`src/rtl/maxpool2x2_stream.sv`:
```
// Streaming 2x2 stride-2 signed max-pool over a raster-order feature map.
// Even rows fold into a half-width line buffer; odd rows emit through one output register.
module maxpool2x2_stream #(
  parameter int unsigned DATA_W = 8,
  parameter int unsigned IMG_W  = 28,
  parameter int unsigned IMG_H  = 28
) (
  input  logic                     clock_in,
  input  logic                     rst_n,
  input  logic                     tick,
  input  logic                     in_valid,
  input  logic signed [DATA_W-1:0] in_data,
  output logic                     in_ready,
  output logic                     out_valid,
  output logic signed [DATA_W-1:0] out_data,
  input  logic                     out_ready,
  output logic                     frame_done
);

  localparam int unsigned ColW  = (IMG_W > 2) ? $clog2(IMG_W) : 1;
  localparam int unsigned RowW  = (IMG_H > 2) ? $clog2(IMG_H) : 1;
  localparam int unsigned BufD  = IMG_W / 2;
  localparam int unsigned BufAw = (BufD > 1) ? $clog2(BufD) : 1;

  logic [ColW-1:0]          col_q, col_d;
  logic [RowW-1:0]          row_q, row_d;
  logic signed [DATA_W-1:0] pair_q;
  logic signed [DATA_W-1:0] out_data_q;
  logic                     out_valid_q;
  logic                     frame_done_q;
  logic signed [DATA_W-1:0] line_buf_q [BufD];

  logic                     accept;
  logic                     col_last;
  logic                     row_last;
  logic                     load_result;
  logic [BufAw-1:0]         buf_idx;
  logic signed [DATA_W-1:0] buf_rd;
  logic signed [DATA_W-1:0] hmax;
  logic signed [DATA_W-1:0] vmax;

  // Stall only while a result is pending and downstream is not taking it.
  assign in_ready    = !(out_valid_q && !out_ready);
  assign accept      = tick && in_valid && in_ready;
  assign col_last    = (col_q == ColW'(IMG_W - 1));
  assign row_last    = (row_q == RowW'(IMG_H - 1));
  assign load_result = accept && col_q[0] && row_q[0];
  assign buf_idx     = BufAw'(col_q >> 1);
  assign buf_rd      = line_buf_q[buf_idx];
  assign hmax        = (in_data > pair_q) ? in_data : pair_q;
  assign vmax        = (hmax > buf_rd) ? hmax : buf_rd;

  always_comb begin
    col_d = col_q;
    row_d = row_q;
    if (accept) begin
      if (col_last) begin
        col_d = '0;
        row_d = row_last ? '0 : row_q + 1'b1;
      end else begin
        col_d = col_q + 1'b1;
      end
    end
  end

  always_ff @(posedge clock_in or negedge rst_n) begin
    if (!rst_n) begin
      col_q        <= '0;
      row_q        <= '0;
      pair_q       <= '0;
      out_data_q   <= '0;
      out_valid_q  <= 1'b0;
      frame_done_q <= 1'b0;
    end else begin
      col_q <= col_d;
      row_q <= row_d;
      if (accept && !col_q[0]) begin
        pair_q <= in_data;
      end
      // A fresh load wins over the clearing handshake on the same edge.
      if (load_result) begin
        out_data_q  <= vmax;
        out_valid_q <= 1'b1;
      end else if (out_ready) begin
        out_valid_q <= 1'b0;
      end
      frame_done_q <= load_result && col_last && row_last;
    end
  end

  // Line buffer holds don't-care data after reset, so it is left unreset.
  always_ff @(posedge clock_in) begin
    if (accept && col_q[0] && !row_q[0]) begin
      line_buf_q[buf_idx] <= hmax;
    end
  end

  assign out_valid  = out_valid_q;
  assign out_data   = out_data_q;
  assign frame_done = frame_done_q;

endmodule

```
`config.mk`:
```
export PLATFORM = sky130hd
export DESIGN_NAME = maxpool2x2_stream
export DESIGN_NICKNAME = d
export VERILOG_FILES = /design/src/rtl/maxpool2x2_stream.sv
export SDC_FILE = /design/constraint.sdc
export NUM_CORES = 1
export LEC_CHECK = 0
export CAP_MARGIN = 40
export CORE_UTILIZATION = 45
export CTS_BUF_LIST = sky130_fd_sc_hd__clkbuf_2 sky130_fd_sc_hd__clkbuf_4 sky130_fd_sc_hd__clkbuf_8
export DETAILED_ROUTE_END_ITERATION = 7
export PLACE_DENSITY = 0.7
export SLEW_MARGIN = 20
export SYNTH_ARGS = -nofsm -noshare
export SYNTH_HDL_FRONTEND = slang
export SYNTH_SLANG_ARGS = --single-unit
export TNS_END_PERCENT = 100
```
`constraint.sdc`:
```
create_clock -name clock_in -period 9.2 [get_ports clock_in]
set_input_delay 1.84 -clock clock_in [delete_from_list [all_inputs] [get_ports clock_in]]
set_output_delay 1.84 -clock clock_in [all_outputs]
set_load 0.03 [all_outputs]
```
## Yosys cells after proc, flatten, opt, wreduce, memory -nomap -nowiden

Memories as Yosys holds them, arrays and structs flattened.
Index checks and enable logic that the tools add are counted.

| storage, ports and cells | value |
|---|---|
| flip-flop bits (word level) | 28 |
| bits in writable memories | 112 |
| input port bits | 13 |
| output and inout bits | 11 |
| logic and storage cells | 36 |
| memories kept | 1 |

Memory list:

| memory | depth | width | rd ports | clocked after memory_dff | wr ports | line | text |
|---|---|---|---|---|---|---|---|
| line_buf_q | 14 | 8 | 1 | 0 | 1 | 31 | `logic signed [DATA_W-1:0] line_buf_q [BufD];` |

| operators by class | value |
|---|---|
| $add $sub $neg | 2 |
| $lt $le $gt $ge | 2 |
| equal/unequal tests | 2 |
| muxes and demuxes | 8 |
| reductions and logical operators | 15 |

Operators by type and width:

| operator | count |
|---|---|
| 8-bit greater-than comparator | 2 |
| 8-bit two-way mux | 2 |
| 5-bit by 1-bit adder with 5-bit output, second input constant | 2 |
| 5-bit == test, second input constant | 2 |
| 5-bit two-way mux | 2 |
| 1-bit logical AND | 9 |
| 1-bit zero test | 4 |
| 1-bit two-way mux | 4 |
| 2-bit AND reduction | 1 |
| 2-bit nonzero test | 1 |

## Logic depth before layout (Yosys ltp)

| logic depth | value |
|---|---|
| depth in word-level cells | 8 |
| mapped depth | 15 |
| gate-level depth less buffers | 14 |

## Worst setup path before layout

OpenSTA, ideal clock, no wires.

| path | value |
|---|---|
| kind | input -> register |
| start point | input port in_data[5] |
| end point | register out_data_q[5], in the netlist out_data[5] |
| setup time | 0.066 ns |
| data arrival time | 5.264 ns |
| data required time | 9.134 ns |
| setup slack | 3.870 ns |
| stages on the path | 14 |
| buffers on the path | 1 |
| cell sequence | ha_1 -> nand2_1 -> o21ai_1 -> a311oi_2 -> mux2i_4 -> mux2_4 -> ha_1 -> a21oi_1 -> a21boi_0 -> a311oi_1 -> o41a_1 -> clkbuf_1 -> o31ai_1 -> a31o_1 |

| between the ends | value |
|---|---|
| word-level cells in the longest chain between the ends | 4 |

Ends and longest elaborated chain:

| what | line | text |
|---|---|---|
| from (decl) | 12 | `input logic signed [DATA_W-1:0] in_data,` |
| 8-bit greater-than comparator | 50 | `assign hmax = (in_data > pair_q) ? in_data : pair_q;` |
| 8-bit two-way mux (*) | 50 |  |
| net hmax[5] | 39 | `logic signed [DATA_W-1:0] hmax;` |
| 8-bit greater-than comparator | 51 | `assign vmax = (hmax > buf_rd) ? hmax : buf_rd;` |
| 8-bit two-way mux (*) | 51 |  |
| to (signal assigned) | 82 | `out_data_q <= vmax;` |
| to (decl) | 28 | `logic signed [DATA_W-1:0] out_data_q;` |

Mark *: on every way through the listed nets, which the timed path passes. The rest lies on a longest branch.
A chain may end at the register's enable or synchronous reset.

## Worst setup path after layout

| path | value |
|---|---|
| start point | input port in_data[3] |
| end point | register out_data_q[1], in the netlist out_data[1] |

| between the ends | value |
|---|---|
| word-level cells in the longest chain between the ends | 4 |

Ends and longest elaborated chain:

| what | line |
|---|---|
| 8-bit greater-than comparator | 50 |
| 8-bit two-way mux | 50 |
| net hmax[5] | 39 |
| 8-bit greater-than comparator | 51 |
| 8-bit two-way mux | 51 |

The timed path passes the listed nets, and every way through them passes these cells.

==> impl_metrics.env <==
export IMPL_synthDistinctLibCells=45
export IMPL_vias=3544
export IMPL_post_layout_total_power_mw=2.03
export IMPL_synth_most_common_cell="edfxtp_1"
export IMPL_die_w_microns=119
export IMPL_cts_sinks=140
export IMPL_timing_critical_path_cells="clkdlybuf4s50_1, ha_1, a21oi_1, o21ai_1, a311oi_2, mux2i_4, mux2_4, ha_1, a21oi_1, a21boi_0, a311oi_1, o41a_1, o31ai_1, a31o_1"
export IMPL_synth_main_ff_cell="edfxtp_1"
export IMPL_post_cts_setup_buffers=0
export IMPL_outcome="completed"
export IMPL_globalRoute_totalOverflow=0
export IMPL_grt_pass1_vias=3550
export IMPL_worst_slew_margin_rel_pct=43.9
export IMPL_finalMaxSlewViolations=0
export IMPL_grt_pass1_wl_microns=19800
export IMPL_cts_buffers=17
export IMPL_grt_util_all_layers_pct=19.1
export IMPL_path_buf_inv=1
export IMPL_routed_wirelength_microns=12500
export IMPL_timing_hold_worst_class="reg2reg"
export IMPL_tritoncts="yes"
export IMPL_cts_resized_gates=0
export IMPL_final_fill_count=1103
export IMPL_post_dp_cell_area_sq_mm=0.00664
export IMPL_firstDrtPassIters=5
export IMPL_total_number_of_h_tree_levels=4
export IMPL_timing_final_setup_violations=0
export IMPL_dp_hpwl_microns=8080
export IMPL_drcViolationCount=0
export IMPL_insertedDiodeCount=0
export IMPL_placedCellCount=596
export IMPL_synth_top_cell_area_share_pct=54.2
export IMPL_die_area_sq_mm=0.0143
export IMPL_wl_per_cell_microns=19.8
export IMPL_worst_slew_pin_transition_ns=0.838
export IMPL_stdcell_area_sq_mm=0.00713
export IMPL_floorplan_core_area_sq_mm=0.0133
export IMPL_synth_area_leader_cell="edfxtp_1"
export IMPL_clock_root_buffer="clkbuf_8"
export IMPL_mappedNetlistArea_sq_mm=0.00621
export IMPL_synth_area_leaders="edfxtp_1 54%, dfrtp_1 11%, mux4_2 8.7%"
export IMPL_achievable_frequency_mhz=172
export IMPL_synthTopCellsByCount="112 x edfxtp_1, 39 x nand2_1, 28 x dfrtp_1"
export IMPL_total_leakage_power_nw=2.55
export IMPL_finalWeightedCongestion=0.893
export IMPL_postCtsHoldBufs=0
export IMPL_cp_slowest_cell="mux2i_4"
export IMPL_fin_clk_skew_ns=0.00931
export IMPL_route_antenna_remaining_nets=0
export IMPL_initial_core_util_pct=46.5
export IMPL_seq_area_frac_synth_pct=65.4
export IMPL_final_layout_size_suffix_gt1_share_pct=20.6
export IMPL_timing_critical_path_fanout_max=16
export IMPL_finalCriticalPeriod_ns=5.83
export IMPL_clock_latency_ns=0.44
export IMPL_worstSetupStartpointType="primary input"
export IMPL_clk_pin_slew_worst_paths_ns=0.08
export IMPL_criticalPathCategory="in2reg"
export IMPL_yosys_register_bits=140
export IMPL_synth_avg_cell_area_sq_um=15.3
export IMPL_drv_cap=0
export IMPL_portBuffers=23
export IMPL_die_height_microns=119
export IMPL_fin_crit_sh_pct=63.3
export IMPL_drt_iter0_markers=218
export IMPL_vias_per_cell=5.61
export IMPL_netlist_instances=406
export IMPL_number_of_top_level_pins=24
export IMPL_powerDensity_mw_per_mm2=285
export IMPL_critical_path_top_delay_family="compound AO/OA/AOI/OAI gates"
export IMPL_num_nets_final=474
export IMPL_cts_path_max_buffers=2
export IMPL_finalHoldWorstSlack_ns=0.531
export IMPL_num_rows=42
export IMPL_grt_setup_unrepaired="no"
export IMPL_timing_hold_violations_final=0
export IMPL_maximum_number_of_pins_on_one_net_before_global_route_repair=40
export IMPL_number_of_enable_type_register_cells_in_the_synthesized_netlist=112
export IMPL_syn_nets=437
export IMPL_cp_arrival_ns=6.20
export IMPL_instances_no_fill=632
export IMPL_number_of_warnings_reported_in_the_yosys_synthesis_log=0
export IMPL_antenna_found_initial=0
export IMPL_total_negative_setup_slacks_ns=0
export IMPL_peakVddDrop_mv=0.124
export IMPL_timing_critical_path_to_type="register"
export IMPL_synthToLayoutAreaGrowth_pct=14.8
export IMPL_max_stage_delay_ns=0.56
export IMPL_ys_async_sr_fraction_pct=20.0
export IMPL_worst_endpoint_required_ns=9.57
sequential cells by signal (all words and copies together) (netlist names):
signal / count
frame_done: 1
out_valid: 1
out_data: 8
row_q: 5
line_buf_q: 112
col_q: 5
pair_q: 8
placed cells by master (no fill, tap or decap), types with 14 or more instances in the layout:
cell and instances:
ha_1 18, nand2_1 39, edfxtp_1 112, nor2_1 23, clkdlybuf4s50_1 23, nor3_1 14
inv_1 15, dfrtp_1 27, buf_4 14, o21ai_0 17, mux4_2 24, clkbuf_8 17
worst min-delay path, cell delays in order (launching register included):
cell     delay [ns]
dfrtp_1        0.38
nand2_1        0.06
nand2_1        0.06
stage by stage:
stage | util, % | setup slack (ns)
6_report | 53.4 | 3.37
4_1_cts | 53.2 | 3.42
3_5_place_dp | 49.8 | 3.04
2_1_floorplan | - | 3.87
3_3_place_gp | 49.6 | 3.23
5_1_grt | 53.4 | 3.14
per-layer routing:
metal | track usage, % | up-vias | routed length (microns)
li1 | - | 1636 | -
met4 | 10.2 | 0 | 448
met5 | 0 | - | 0
met2 | 31.1 | 108 | 6280
met1 | 24.4 | 1770 | 5250
met3 | 3.11 | 30 | 539
power breakdown:
group          internal (mW)  switching (mW)
Sequential             0.777          0.0332
Combinational          0.271           0.388
Clock                  0.327           0.238
layout make-up:
cell class	count	area, sq um	share of cell area [%]
clock inverter	14	219	3.07
tap	176	220	3.09
clock buffer	18	241	3.39
multi-input combinational	231	1990	27.9
timing repair buffer	37	335	4.70
sequential	140	4070	57.0
inverter	16	60.1	0.842
logic make-up (layout without fill, tap and decap cells):
kind of cell	after synthesis	count (layout)	share of synthesized area (%)
flops	140	140	65.4
simple gates	103	103	7.62
compound gates	58	58	6.63
mux	52	52	14.2
buf+inv	35	85	2.50
fa+ha+maj	18	18	3.63
path summary, 6_finish.rpt:
kind,startpoint,to,slack [ns],cells past startpoint
setup / recovery,in_data[3],out_data[1],3.37,14
hold / removal,row_q[1],row_q[1],0.53,2
setup reg to reg,pair_q[3],out_data[1],4.85,14
hold reg to reg,row_q[1],row_q[1],0.53,2
max in group asynchronous,rst_n,col_q[1],7.12,2
min in group asynchronous,rst_n,row_q[3],1.78,2
Power figures use the tool's default switching activity.
==> edit (config.mk and constraints unchanged) <==
`IMG_W`: 28 -> 24.
--- a/src/rtl/maxpool2x2_stream.sv
+++ b/src/rtl/maxpool2x2_stream.sv
@@ -2,7 +2,7 @@
 // Even rows fold into a half-width line buffer; odd rows emit through one output register.
 module maxpool2x2_stream #(
   parameter int unsigned DATA_W = 8,
-  parameter int unsigned IMG_W  = 28,
+  parameter int unsigned IMG_W  = 24,
   parameter int unsigned IMG_H  = 28
 ) (
   input  logic                     clock_in,
Function: same outputs for any inputs over 10 cycles, from zero or initial values and one cycle with rst_n low; that may be too few to reach the edited logic, so the function may still have changed.
==> edit against the unedited design <==
  * The run now ends with design-rule violations left
  * Sequential cell count decreased by 16
  * Highest routed layer unchanged
  * Area after synthesis down 12%
  * Worst setup slack gained 0.42 ns
  * Largest cell class unchanged
  * Worst hold slack lost 0.015 ns
  * Via count shrank 13%
  * First-iteration DRC count is 64% higher
  * Cell area fell by 12%
  * Sequential share of layout area down 0.15 points
  * Routed wire length down 15%
  * Clock skew decreased by 0.00068 ns
  * Sequential power down 13%
  * Power down 17%
==> edit: results (changes against the unedited design) <==
* run status: complete, but fails checks, was complete, no violations
* failing checks: design-rule violations
* half-perimeter wire length after detailed placement: 7054 µm, was 8084 µm
* cell-internal power: 1.180 mW, was 1.375 mW
* met3 usage in global routing: 6.097%, was 3.113%
* Final period util: 58.82%, was 63.35%
* met3 routed WL: 677 µm, was 539 µm
* met1 Track Usage GR: 25.29%, was 24.45%
* share of flip-flops with an asynchronous set or reset after synthesis: 22.58%, was 20.00%
* top cell types by occurrence after synthesis: edfxtp_1, nand2_1, dfrtp_1, mux4_2, inv_1, was edfxtp_1, nand2_1, dfrtp_1, mux4_2, nor2_1
* global-route total usage across every layer: 19.22%, was 19.08%
* Critical Path Slowest Stage Cell: o21bai_1, was mux2i_4
* buffer count from post-CTS setup fixing: 0, unchanged
* worst relative slew slack: 42.84%, was 43.92%
* First DRT Iteration DRCs: 357, was 218
* signal arrival time at the worst endpoint: 5.70 ns, was 6.20 ns
* first-pass GRT wire length: 17470 µm, was 19780 µm
* Seq/Total Area, Yosys: 65.95%, was 65.44%
* number of cells after detailed placement: 513, was 596
* class of the most critical hold timing path: reg -> reg, unchanged
* proportion of power drawn by flip-flops and latches: 41.6%, was 39.8%
* Vias: 3092, was 3544
* routed via count divided by cell count: 5.632, was 5.608
* Crit path largest cell delay: 0.50 ns, was 0.56 ns
* top post-synthesis cells by area: edfxtp_1, dfrtp_1, mux4_2, unchanged
* worst hold start: out_data[7], was row_q[1]
* setup slack of the most critical reg-to-reg path: 5.27 ns, was 4.85 ns
* clock network fraction of design power: 32.0%, was 27.8%
* number of flip-flops under the largest register name: 96, was 112
* maximum number of pins on one net before global-route repair: 34, was 40
* maximum VDD drop: 0.1102 mV, was 0.1239 mV
* EDFF count, synth: 96, was 112
* layout cells sized above 1: 20.20%, was 20.61%
* beginning of the worst register-to-register path: pair_q[7], was pair_q[3]
* hold_ws: 0.5160 ns, was 0.5311 ns
* Routed met2 length: 5134 µm, was 6279 µm
* critical path fanouts, max: 13, was 16
* P_comb: 0.448 mW, was 0.659 mW
* capture point of the worst path: out_data[3], was out_data[1]
* met2 track utilization from global routing: 29.81%, was 31.14%
* RD Place Congestion: 0.8646, was 0.8933
* total routed wire length on the met1 layer: 4658 µm, was 5246 µm
* setup slack after placement: 3.419 ns, was 3.041 ns
* Layout Skew: 0.008624 ns, was 0.009305 ns
* total detailed-routing wirelength: 10700 µm, was 12510 µm
* count of nets after finishing: 424, was 474
* number of detailed-route iterations in the first pass: 6, was 5
* Post-Synthesis Net Count: 387, was 437
* number of design rule violations left after detail routing: 4, was 0
* hold path cells: 2, unchanged
* Crit. Startpoint: in_data[7], was in_data[3]
* endpoint with the worst hold slack: out_data[7], was row_q[1]
* gate count of the mapped netlist: 356, was 406
* placed instance area: 5821 µm², was 6641 µm²
* static power due to leakage: 2.306 nW, was 2.555 nW
* count of unique library cells instantiated by Yosys: 41, was 45
* antenna violations before repair: 0, unchanged
edit: area by class of cell:
| class | instances | area [µm²] |
|---|---|---|
| Clock buffer | 18 | 241.5 |
| Clock inverter | 14 | 216.5 |
| Fill cell | 913 | 5310 |
| Inverter | 23 | 86.33 |
| Multi-Input combinational cell | 193 | 1689 |
| Sequential cell | 124 | 3583 |
| Tap cell | 143 | 178.9 |
| Timing Repair Buffer | 34 | 307.8 |
edit: kinds of logic after synthesis:
| logic type | count (synthesis) | share of synthesized area, % |
|---|---|---|
| multiplexers | 36 | 12.23 |
| flip-flops | 124 | 65.95 |
| XOR/XNOR | 1 | 0.1612 |
| AO/OA/AOI/OAI | 54 | 7.346 |
| AND/OR/NAND/NOR | 84 | 7.023 |
| adder cells (fa/ha/maj) | 18 | 4.145 |
| buffers and inverters | 39 | 3.154 |
